--- config.mk ---
export PLATFORM = sky130hd
export DESIGN_NAME = button_conditioner
export DESIGN_NICKNAME = d
export VERILOG_FILES = /design/src/rtl/button_conditioner.sv
export SDC_FILE = /design/constraint.sdc
export NUM_CORES = 1
export LEC_CHECK = 0
export ABC_AREA = 1
export BUFFER_PORTS_ARGS = -buffer_cell sky130_fd_sc_hd__buf_2
export CAP_MARGIN = 30
export CORE_MARGIN = 1
export CORE_UTILIZATION = 36
export DETAILED_ROUTE_END_ITERATION = 8
export GPL_ROUTABILITY_DRIVEN = 0
export PLACE_DENSITY = 0.53
export SYNTH_ARGS = -nofsm -noshare
export SYNTH_HDL_FRONTEND = slang
export SYNTH_SLANG_ARGS = --single-unit
--- constraint.sdc ---
create_clock -name clk -period 1.9 [get_ports clk]
set_clock_uncertainty 0.15 [all_clocks]
set_input_delay 0.285 -clock clk [delete_from_list [all_inputs] [get_ports clk]]
set_output_delay 0.285 -clock clk [all_outputs]
set_load 0.05 [all_outputs]
--- src/rtl/button_conditioner.sv ---
// Pushbutton conditioner: synchronizes and debounces an active-low raw button,
// then classifies each press into single-cycle press / short / long command pulses.
module button_conditioner #(
    parameter int DEBOUNCE_CYCLES   = 1000000,
    parameter int LONG_PRESS_CYCLES = 50000000,
    parameter int CNT_W             = 26
) (
    input  logic clk,
    input  logic reset,
    input  logic btn_n,
    output logic pressed,
    output logic press_pulse,
    output logic short_pulse,
    output logic long_pulse
);

    localparam logic [CNT_W-1:0] DEB_LAST  = CNT_W'(DEBOUNCE_CYCLES - 1);
    localparam logic [CNT_W-1:0] HOLD_LAST = CNT_W'(LONG_PRESS_CYCLES - 1);
    localparam logic [CNT_W-1:0] CNT_MAX   = '1;

    typedef enum logic [1:0] {
        IDLE      = 2'd0,
        PRESSED   = 2'd1,
        LONG_HELD = 2'd2
    } state_t;

    typedef struct packed {
        logic press;
        logic short_p;
        logic long_p;
    } evt_t;

    logic [1:0]       sync_q, sync_d;
    logic             sync_now;
    logic             stable_q, stable_d;
    logic [CNT_W-1:0] deb_cnt_q, deb_cnt_d;
    logic             pressed_q, pressed_d;
    logic             stable_rise, stable_fall;
    state_t           state_q, state_d;
    logic [CNT_W-1:0] hold_cnt_q, hold_cnt_d;
    evt_t             evt_q, evt_d;

    // sync_q holds raw pin levels, so its reset value 2'b11 means released
    always_comb begin
        sync_d   = {sync_q[0], btn_n};
        sync_now = ~sync_q[1];
    end

    always_comb begin
        stable_d  = stable_q;
        deb_cnt_d = '0;
        if (sync_now != stable_q) begin
            if (deb_cnt_q == DEB_LAST) begin
                stable_d  = sync_now;
                deb_cnt_d = '0;
            end else begin
                deb_cnt_d = deb_cnt_q + 1'b1;
            end
        end
    end

    // pressed_q lags stable_q by one cycle, which doubles as the edge detector
    always_comb begin
        pressed_d   = stable_q;
        stable_rise = stable_q & ~pressed_q;
        stable_fall = ~stable_q & pressed_q;
    end

    always_comb begin
        state_d    = state_q;
        hold_cnt_d = hold_cnt_q;
        evt_d      = '0;
        unique case (state_q)
            IDLE: begin
                if (stable_rise) begin
                    state_d    = PRESSED;
                    hold_cnt_d = '0;
                    evt_d.press = 1'b1;
                end
            end
            PRESSED: begin
                if (stable_fall) begin
                    state_d       = IDLE;
                    evt_d.short_p = 1'b1;
                end else if (hold_cnt_q == HOLD_LAST) begin
                    state_d      = LONG_HELD;
                    evt_d.long_p = 1'b1;
                end else if (hold_cnt_q != CNT_MAX) begin
                    hold_cnt_d = hold_cnt_q + 1'b1;
                end
            end
            LONG_HELD: begin
                if (stable_fall) state_d = IDLE;
            end
            default: state_d = IDLE;
        endcase
    end

    always_ff @(posedge clk or negedge reset) begin
        if (!reset) begin
            sync_q     <= 2'b11;
            stable_q   <= 1'b0;
            deb_cnt_q  <= '0;
            pressed_q  <= 1'b0;
            state_q    <= IDLE;
            hold_cnt_q <= '0;
            evt_q      <= '0;
        end else begin
            sync_q     <= sync_d;
            stable_q   <= stable_d;
            deb_cnt_q  <= deb_cnt_d;
            pressed_q  <= pressed_d;
            state_q    <= state_d;
            hold_cnt_q <= hold_cnt_d;
            evt_q      <= evt_d;
        end
    end

    assign pressed     = pressed_q;
    assign press_pulse = evt_q.press;
    assign short_pulse = evt_q.short_p;
    assign long_pulse  = evt_q.long_p;

    a_pulse_onehot: assert property (@(posedge clk) disable iff (!reset) $onehot0(evt_q));
    a_long_state:   assert property (@(posedge clk) disable iff (!reset) evt_q.long_p |-> state_q == LONG_HELD);

endmodule

==> summary.md, run 1 <==
| Metric | Value |
|---|---|
| Tmin final | 1893 ps |
| Synth area leader | dfrtp_1 |
| Worst Path Buf+Inv | 1 |
| CTS buffer count | 9 |
| Worst-path cell chain | nand2_1 > nor2_2 > nand2_1 > nor2_4 > nand4_4 > buf_4 > nand3_1 > nand2_1 |
| Switching share of power | 21.66% |
| Clock root cell | clkbuf_8 |
| Min-delay worst type | reg2reg |
| Synth top area share | 38.22% |
| Deepest clock path buffer count | 2 |
| Final Core Density | ~45% |
| # diodes | 0 |
| DRC viols | 0 |
| Starting Density | between 30% and 40% |
| Count of flip-flops with a built-in enable after synthesis | 0 |
| Overall Power | 2.810 mW |
| I/O Buffers | 6 |
| DRT Wirelength | about 10 mm |
| Critical path's most frequent cell | nand2_1 |
| Slowest cell delay on critical path | approximately 480 ps |
| Final Instance Area | around 0.0047 sq mm |
| Row cnt | 37 |
| Kind of cell adding the most delay to the critical path | simple AND/OR/NAND/NOR gates |
| Comb pwr share | under 10% |
| FMAX | roughly 530 MHz |
| PwrDens | between 500 and 600 mW/mm^2 |
| RSZ-0062 raised after global routing | yes |
| Syn Nets | between 500 and 600 |
| CTS tree | done |
| MaxCap Viol Count | 0 |
| Antenna violations before repair | 0 |
| Post-synth top flop | dfrtp_1 |
| Clock power frac | about half |
| Fin crit share | between 90% and 100% |
| Slew Limit Fails | 0 |
| Grt total ovfl | 0 |
| TNS Setup | 0 ps |
| Antenna Nets Post-Route | 0 |
| # setup viols final | 0 |
| Critical path fanouts, max | 6 |
| Syn avg cell area | 6.547 sq um |
| Clock Latency Late Sink | roughly 350 ps |
| R2r setup slk | between 6 and 7 ps |
| Power share of the sequential group | a little under half |
| Leak | between 1.5 and 2 nW |
| Worst path arrival time | just under 2000 ps |
| DP Wirelength | 7.212 mm |
| TritonRoute pass-1 iters | 4 |
| Register bit total from synthesis | 61 |
| Total track usage | roughly a fifth |
| CTS sink cnt | between 60 and 70 |
| Commonest cells post-synth | nand2_1 (211), nor2_1 (125), dfrtp_1 (59), inv_1 (59), nand3_1 (39) |
| DR vias | between 3000 and 4000 |
| Setup CP Type | reg2reg |
| YS warnings | 0 |
| P&R area growth vs syn | 21.64% |
| Most frequent cell after synthesis | nand2_1 |
| NetSw | 0.6087 mW |
| CTS H-tree lvls | 3 |
| Slew headroom | a little over half |
| DIE HEIGHT | around 110 um |
| Post-Synthesis Cells | 590 |
| Largest net degree at the start of global routing | 62 |
| Status | finished, final reports clean |
| Final Hold Viols | 0 |
| Req. time, crit path | between 1500 and 2000 ps |
| Int Pwr | around 2.2 mW |
| Worst setup EP type | flop |
| Yosys cell types | 27 |
| 1st-iter DRT viols | between 300 and 400 |
| Startpoint type of the worst setup path | flop |
| Reg clk slew, reported paths | about 80 ps |
| Die Wd | 105.6 um |
| Wire per inst | around 14 um |
| Via/cell ratio | between 4 and 5 |
| Ratio of cells with drive above 1 in the final layout | ~16% |
| Async SR Flop Fraction | 100.0% |
| Actual slew at the worst max-slew pin | slightly above 700 ps |
| Worst vdd ir | between 0.3 and 0.4 mV |
| Global-route wire length before repair | between 15 and 20 mm |
| Placed inst area | 0.004189 sq mm |
| Largest cells by area after synthesis | dfrtp_1 (38%), nand2_1 (21%), nor2_1 (12%) |
| Seq/Total Area, Yosys | 39.59% |
| Slowest CP cell | dfrtp_1 |
| Nets | ~640 |
| Vias in the first global route | approximately 3400 |
| Overall die area | about 0.011 sq mm |
| Synthesized cell area | about 0.0039 sq mm |
| Core box area | roughly 0.010 sq mm |
| Ports | 7 |
cells by family after synthesis:
| family | count (synthesis) | share of synthesized area [%] |
|---|---|---|
| AOI/OAI and AO/OA | 21 | 2.948 |
| xor gates and xnor gates | 19 | 4.308 |
| adders and majority gates | 2 | 0.6478 |
| buffers and inverters | 71 | 7.548 |
| DFF | 61 | 39.59 |
| and+or+nand+nor | 416 | 44.96 |
metal layers:
layer	global-route usage, %	wire length (um)	up-vias
met2	27.44	4262	87
li1	-	-	1924
met1	29.98	5582	1743
met5	0	0	-
met4	5.754	153	0
met3	4.143	497	15
state kept, by name, summed over array words and instances, names as in the netlist:
| name | cells |
|---|---|
| sync_q | 2 |
| pressed_d | 1 |
| hold_cnt_q | 26 |
| press_pulse | 1 |
| state_q | 2 |
| pressed | 1 |
| deb_cnt_q | 26 |
| short_pulse | 1 |
| long_pulse | 1 |
path summary, 6_finish.rpt:
check / from / end / cells past startpoint
min in group asynchronous: reset / hold_cnt_q[8] / 3
max: hold_cnt_q[8] / hold_cnt_q[0] / 8
min reg2reg: sync_q[0] / sync_q[1] / 0
max in group asynchronous: reset / sync_q[1] / 3
max reg2reg: hold_cnt_q[8] / hold_cnt_q[0] / 8
min: sync_q[0] / sync_q[1] / 0
cell usage in the layout, fill, tap and decap left out, types with 2 or more instances in the layout:
master	count
a21oi_1	6
nor2_2	7
o21ai_1	2
nand3_1	34
nor3_1	14
nand2_4	2
nor2_1	122
dfrtp_2	4
dlygate4sd3_1	2
nand4_1	10
clkbuf_8	9
nand2_2	10
inv_2	4
xnor2_1	5
nand3_4	3
buf_4	30
nand3_2	8
o21bai_1	3
xor2_1	14
buf_12	2
inv_1	58
nor2_4	5
buf_2	6
ha_4	2
nand2_1	202
dfstp_2	2
dfrtp_1	55
o21ai_0	9
bufinv_16	3
timing repair:
item,4_1_cts,5_1_grt
endpoints found under the hold margin,60,0
setup buffers,4,5
endpoints found under the setup margin,26,36
hold buffers,2,0
resized for setup,4,31
cloned,1,3
pin swaps,3,7
stage by stage:
stage          hold slack, ps  cells  setup slack [ps]
6_report                212.1    777             6.744
5_1_grt                 217.8    777            -73.95
4_1_cts                 213.1    769             11.77
3_5_place_dp            172.8    746            -152.2
3_3_place_gp            176.9    746            -102.8
2_1_floorplan          -160.6    590             121.0
power by group through the flow:
| stage | Sequential (mW) | Combinational, mW | Clock (mW) |
|---|---|---|---|
| 4_1_cts | 1.31 | 0.0682 | 1.46 |
| 5_1_grt | 1.31 | 0.0830 | 1.50 |
| 3_5_place_dp | 1.34 | 0.0644 | 0 |
| 6_report | 1.31 | 0.0709 | 1.43 |
| 3_3_place_gp | 1.34 | 0.0636 | 0 |
| 2_1_floorplan | 1.34 | 0.0193 | 0 |
area by class of cell:
class / instances / area (sq um)
clock buffers: 10 / 127.6
clock inverters: 6 / 111.4
well taps: 136 / 170.2
repair buffers: 41 / 326.6
fillers: 1096 / 5672
multi-input cells: 461 / 2196
inverters: 62 / 232.7
flip-flops and latches: 61 / 1534
No activity file was read; power rests on OpenSTA's default activity.
==> run 2, diff against run 1 <==
- CAP_MARGIN: 30 -> not set
- PLACE_DENSITY: 0.53 -> not set
==> run 2 against run 1 <==
Worst setup slack improved by 88 ps. Combinational power decreased by 3.8%. Non-clock buffer count increased by 7. Routed wire length decreased by 6.3%. Global-route usage decreased by 0.40 points. Critical path depth increased by 1. Sequential power about the same. Clock power decreased by 23%. Largest cell class unchanged. Via count decreased by 0.58%. Final area decreased by 1.9%. First-iteration DRC count decreased by 46%.
==> summary.md, run 2 (synthesized netlist as in run 1, its figures left out) <==
| Metric | Value |
|---|---|
| P&R area growth vs syn | 19.31% |
| Critical path fanouts, max | 10 (+4) |
| Final Hold Viols | 0 (unchanged) |
| Antenna violations before repair | 0 (unchanged) |
| Starting Density | 37.25% (unchanged) |
| Clock root cell | clkbuf_8 |
| DRC viols | 0 (unchanged) |
| Setup CP Type | reg2reg |
| R2r setup slk | 90 ps (+90 ps) |
| DR vias | 3747 (-0.58%) |
| Slew headroom | 71.05% (+18 points) |
| Total track usage | 19.22% (-0.40 points) |
| Req. time, crit path | 2000 ps (about the same) |
| Final Instance Area | 0.004608 sq mm (-1.9%) |
| Largest net degree at the start of global routing | 62 (unchanged) |
| TritonRoute pass-1 iters | 5 (+1) |
| Ports | 7 (unchanged) |
| Ratio of cells with drive above 1 in the final layout | 14.24% (-1.7 points) |
| Slew Limit Fails | 0 (unchanged) |
| Worst Reg2Reg Path Length in Cells | 9 (+1) |
| Actual slew at the worst max-slew pin | 431.0 ps (-278.7 ps) |
| Reg-to-Reg Start | hold_cnt_q[1] |
| Vias in the first global route | 3683 (+7.8%) |
| # setup viols final | 0 (unchanged) |
| Commonest non-fill, non-tap cell in the layout | nand2_1 |
| Total area of sequential cells | 0.001530 sq mm (-0.24%) |
| Post-Layout Cell Count | 782 (+0.64%) |
| DIE HEIGHT | 105.6 um (unchanged) |
| Overall Power | 2.484 mW (-12%) |
| Leak | 1.991 nW (about the same) |
| PwrDens | 539.1 mW/mm^2 (-9.9%) |
| Nets | 646 (+0.78%) |
| Die Wd | 105.6 um (unchanged) |
| Hold wc startpoint | sync_q[0] |
| Commonest non-fill, non-tap cells in the layout | nand2_1 (209), nor2_1 (122), inv_1 (59), dfrtp_1 (58) |
| Antenna Nets Post-Route | 0 (unchanged) |
| MaxCap Viol Count | 0 (unchanged) |
| Status | finished, final reports clean |
| CTS buffer count | 9 (unchanged) |
| Startpoint type of the worst setup path | flop |
| Core box area | 0.01037 sq mm (unchanged) |
| Fin crit share | 95.01% (-4.6 points) |
| Worst setup EP type | flop |
| Final hold slack | 207.0 ps (-5.138 ps) |
| I/O Buffers | 6 (unchanged) |
| Layout fillers | 1104 (+0.73%) |
| Deepest clock path buffer count | 2 (unchanged) |
| Area of the multi-input gates | 0.002116 sq mm (-3.6%) |
| Worst-path cell chain | ha_2 > nand2_2 > nor2_4 > nand2_2 > nor2_4 > nand4_4 > buf_4 > nand3_1 > nand2_1 |
| Via/cell ratio | 4.792 (-1.2%) |
| CTS H-tree lvls | 3 (unchanged) |
| Placed inst area | 0.004264 sq mm (+1.8%) |
| Wire per inst | 12.57 um (-6.9%) |
| Worst Path Buf+Inv | 1 (unchanged) |
| FMAX | 554.0 MHz (+4.9%) |
| DP Wirelength | 7.164 mm (-0.67%) |
| CTS sink cnt | 61 (unchanged) |
| Tmin final | 1805 ps (-88.09 ps) |
| Worst path arrival time | 1900 ps (-80 ps) |
| Reg clk slew, reported paths | 80 ps (about the same) |
| Placed cells | 756 (+1.3%) |
| Row cnt | 37 (unchanged) |
| DRT Wirelength | 9.829 mm (-6.3%) |
| # diodes | 0 (unchanged) |
| Overall die area | 0.01115 sq mm (unchanged) |
| CTS tree | done |
| 1st-iter DRT viols | 186 (-46%) |
| Slowest CP cell | dfrtp_1 |
| Global-route wire length before repair | 16.94 mm (about the same) |
| R2r endpoint | hold_cnt_q[9] |
| Slowest cell delay on critical path | 360 ps (-120 ps) |
| Grt total ovfl | 0 (unchanged) |
| Hold Path Depth | 0 (unchanged) |
| Biggest regs | deb_cnt_q: 26 flops, hold_cnt_q: 26 flops |
| TNS Setup | 0 ps (unchanged) |
| WHS Endpoint | sync_q[1] |
| Worst vdd ir | 0.5120 mV (+29%) |
| Kind of cell adding the most delay to the critical path | simple AND/OR/NAND/NOR gates |
| Min-delay worst type | reg2reg |
| Clock Latency Late Sink | 360 ps (about the same) |
==> run 2: changes by cell type in the layout (fill, tap and decap cells not counted), sizes merged <==
| cell | previous run | this run |
|---|---|---|
| clkinvlp | 1 | 2 |
| buf | 39 | 46 |
| inv | 62 | 64 |
| nand3 | 45 | 43 |
| bufinv | 3 | 0 |
==> run 2: timing repair <==
item,CTS,global route
buffers inserted,0,7
pin swaps,0,4
cloned,0,1
setup endpoints to repair,24,31
endpoints found under the hold margin,60,0
resized for setup,2,13
hold buffers,2,0
==> run 2: final cells by class <==
class / instances / area share [%]
flip-flops and latches: 61 / 33.21
clock inverters: 6 / 1.005
inverters: 62 / 5.050
repair buffers: 48 / 8.146
clock buffers: 10 / 2.987
well taps: 136 / 3.693
multi-input cells: 459 / 45.91
==> run 2: metrics by stage <==
stage | util, % | setup slack (ps)
floorplan | - | 121.0
global placement | 41.12 | -82.23
detailed placement | 41.12 | -163.4
CTS | 43.16 | 23.53
global route | 44.44 | -19.87
finish | 44.44 | 94.83
==> run 2: worst max-delay path by stage <==
stage,from,end,cells past startpoint
finish,hold_cnt_q[1],hold_cnt_q[9],9
global route,hold_cnt_q[19],hold_cnt_q[2],8
CTS,hold_cnt_q[0],hold_cnt_q[18],11
detailed placement,hold_cnt_q[0],hold_cnt_q[19],10
global placement,hold_cnt_q[0],hold_cnt_q[25],10
floorplan,hold_cnt_q[0],hold_cnt_q[16],11
==> run 2: metal layers <==
| metal | part of all wire [%] | track usage, % |
|---|---|---|
| met4 | 1.3 | 6.845 |
| met5 | 0 | 0 |
| met3 | 4.3 | 5.133 |
| met2 | 50 | 32.94 |
| met1 | 44 | 23.17 |
==> run 2: power by group <==
part | internal (mW) | switching [mW]
logic | 0.0229 | 0.0453
registers | 1.31 | 0.00602
clock network | 0.517 | 0.587
total | 1.85 | 0.638
==> run 3, diff against run 2 <==
- CORE_ASPECT_RATIO: not set -> 0.75
- REMOVE_ABC_BUFFERS: not set -> 1
- TNS_END_PERCENT: not set -> 30
==> run 3 against run 2 <==
The run now ends with setup timing left. First-iteration DRC count rose by 60%. Hold slack improved by 5.1 ps. Critical path depth did not move. Count of clock-buffer cells in the layout rose by 1. Die area barely moved. Worst setup slack got worse by 130 ps. Cell count fell by 0.38%. Via count rose by 1.3%. Critical endpoint is now hold_cnt_q[25]. Total power rose by 24%. Clock power rose by 54%. Maximum frequency fell by 6.9%.
==> summary.md, run 3 (synthesized netlist as in run 1, its figures left out) <==
| Metric | Value |
|---|---|
| Req. time, crit path | 2020 ps (+20 ps) |
| 1st-iter DRT viols | 298 (+60%) |
| DRT Wirelength | 10.20 mm (+3.8%) |
| Setup CP Type | reg2reg |
| Starting Density | 37.25% (unchanged) |
| Worst setup EP type | flop |
| Nets | 643 (-0.46%) |
| P&R area growth vs syn | 22.71% |
| DIE HEIGHT | 91.71 um (-13%) |
| NetSw | 0.6568 mW (+3.0%) |
| Worst-path cell chain | ha_2 > nand2_2 > nor2_4 > nand2_2 > nor2_4 > nand4_4 > nand3_2 > nand2_1 > nand2_1 |
| Status | finished, violations left |
| MaxCap Viol Count | 0 (unchanged) |
| Placed cells | 754 (-0.26%) |
| Ratio of cells with drive above 1 in the final layout | 14.93% (+0.69 points) |
| Antenna violations before repair | 0 (unchanged) |
| I/O Buffers | 6 (unchanged) |
| CTS buffer count | 9 (unchanged) |
| Largest net degree at the start of global routing | 62 (unchanged) |
| Deepest clock path buffer count | 2 (unchanged) |
| # setup viols final | 18 (+18) |
| CTS tree | done |
| Final Core Density | 45.70% (+1.3 points) |
| Worst path arrival time | 2060 ps (+160 ps) |
| Failing checks | setup timing |
| Slowest CP cell | dfrtp_1 |
| Clock Latency Late Sink | 330 ps (-30 ps) |
| DP Wirelength | 7.076 mm (-1.2%) |
| Slowest cell delay on critical path | 360 ps (about the same) |
| Startpoint type of the worst setup path | flop |
| Tmin final | 1938 ps (+132.9 ps) |
| Leak | 2.080 nW (+4.5%) |
| DRC viols | 0 (unchanged) |
| Commonest non-fill, non-tap cells in the layout | nand2_1 (198), nor2_1 (124), inv_1 (59), dfrtp_1 (59), nand3_1 (39) |
| Vias in the first global route | 3419 (-7.2%) |
| Comb pwr share | 2.1% (-0.6 points) |
| Clock root cell | clkbuf_16 |
| Grt total ovfl | 0 (unchanged) |
| Min-delay worst type | reg2reg |
| Commonest non-fill, non-tap cell in the layout | nand2_1 |
| TritonRoute pass-1 iters | 5 (unchanged) |
| Actual slew at the worst max-slew pin | 678.2 ps (+247.2 ps) |
| FMAX | 516.0 MHz (-6.9%) |
| Fin crit share | 102.0% (+7.0 points) |
| Overall die area | 0.01115 sq mm (about the same) |
| Total track usage | 19.20% (about the same) |
| Wire per inst | 13.10 um (+4.2%) |
| Die Wd | 121.6 um (+15%) |
| Clock power frac | 55.1% (+11 points) |
| DR vias | 3795 (+1.3%) |
| Setup WS post-layout | -38.10 ps (-132.9 ps) |
| Critical path fanouts, max | 13 (+3) |
| Row cnt | 32 (-14%) |
| Post-Layout Cell Count | 779 (-0.38%) |
| CTS sink cnt | 61 (unchanged) |
| Int Pwr | 2.413 mW (+31%) |
| Slew Limit Fails | 0 (unchanged) |
| Via/cell ratio | 4.872 (+1.7%) |
| PwrDens | 647.7 mW/mm^2 (+20%) |
| Reg clk slew, reported paths | 60 ps (-20 ps) |
| Power share of the sequential group | 42.8% (-10 points) |
| Antenna Nets Post-Route | 0 (unchanged) |
| Slew headroom | 54.74% (-16 points) |
| Biggest regs | deb_cnt_q: 26 flops, hold_cnt_q: 26 flops |
| # diodes | 0 (unchanged) |
| RSZ-0062 raised after global routing | yes |
| Worst vdd ir | 0.3957 mV (-23%) |
| Switching share of power | 21.39% (-4.3 points) |
| Global-route wire length before repair | 16.79 mm (-0.90%) |
| Final Hold Viols | 0 (unchanged) |
| CTS H-tree lvls | 3 (unchanged) |
| TNS Setup | -317.8 ps (-317.8 ps) |
| Core box area | 0.01037 sq mm (unchanged) |
| Ports | 7 (unchanged) |
## run 3: changes by cell type in the layout (fill, tap and decap cells not counted), sizes merged
cell    before  now
buf         46   42
clkbuf      10   12
inv         64   62
bufinv       0    1
## run 3: layout make-up
cell class	count	area, sq um
Fill cell	1050	5630
Multi-Input combinational cell	459	2126
Sequential cell	61	1529
Timing Repair Buffer	45	370.4
Clock buffer	11	252.7
Inverter	62	232.7
Tap cell	136	170.2
Clock inverter	5	58.81
## run 3: what timing repair did
action / CTS / global route
setup buffers: 0 / 6
setup endpoints to repair: 19 / 33
hold endpoints to repair: 60 / 0
gates cloned: 0 / 2
pin swaps: 1 / 3
hold buffers: 2 / 0
resized for setup: 2 / 19
## run 3: worst paths after layout
path,startpoint,endpoint,slack (ps),cells after the start
worst max register to register,hold_cnt_q[1],hold_cnt_q[25],-40,9
worst min register to register,sync_q[0],sync_q[1],210,0
min in group asynchronous,reset,deb_cnt_q[22],330,3
worst max-delay path,hold_cnt_q[1],hold_cnt_q[25],-40,9
max in group asynchronous,reset,sync_q[1],960,3
worst min-delay path,sync_q[0],sync_q[1],210,0
## run 3: worst max-delay path, delay by kind of cell, from the launching register on
family / cells / cell delay, ps
fa+ha+maj: 1 / 190
simple gates: 8 / 1200
flops: 1 / 360
## run 3: power groups by stage
stage               Combinational [mW]  Clock (mW)  Sequential (mW)
floorplan                       0.0181           0             1.34
global placement                0.0618           0             1.34
detailed placement              0.0634           0             1.34
CTS                             0.0671        1.72             1.31
global route                    0.0748        1.78             1.31
finish                          0.0636        1.69             1.31
## run 3: metrics by stage
stage	hold slack, ps	cell area (sq um)	worst slack (ps)	power, mW
detailed placement	174.5	4249	-172.2	1.400
floorplan	-160.6	3804	20.09	1.356
global placement	165.6	4249	-72.21	1.399
global route	215.3	4740	-133.0	3.168
finish	212.1	4740	-38.10	3.070
CTS	214.1	4594	20.08	3.100
## run 3: routing by layer
layer	routed length, um	global-route usage (%)	vias up
li1	-	-	1918
met1	5200	29.37	1743
met2	4132	27.13	122
met3	757	3.483	12
met4	113	5.247	0
met5	0	0	-
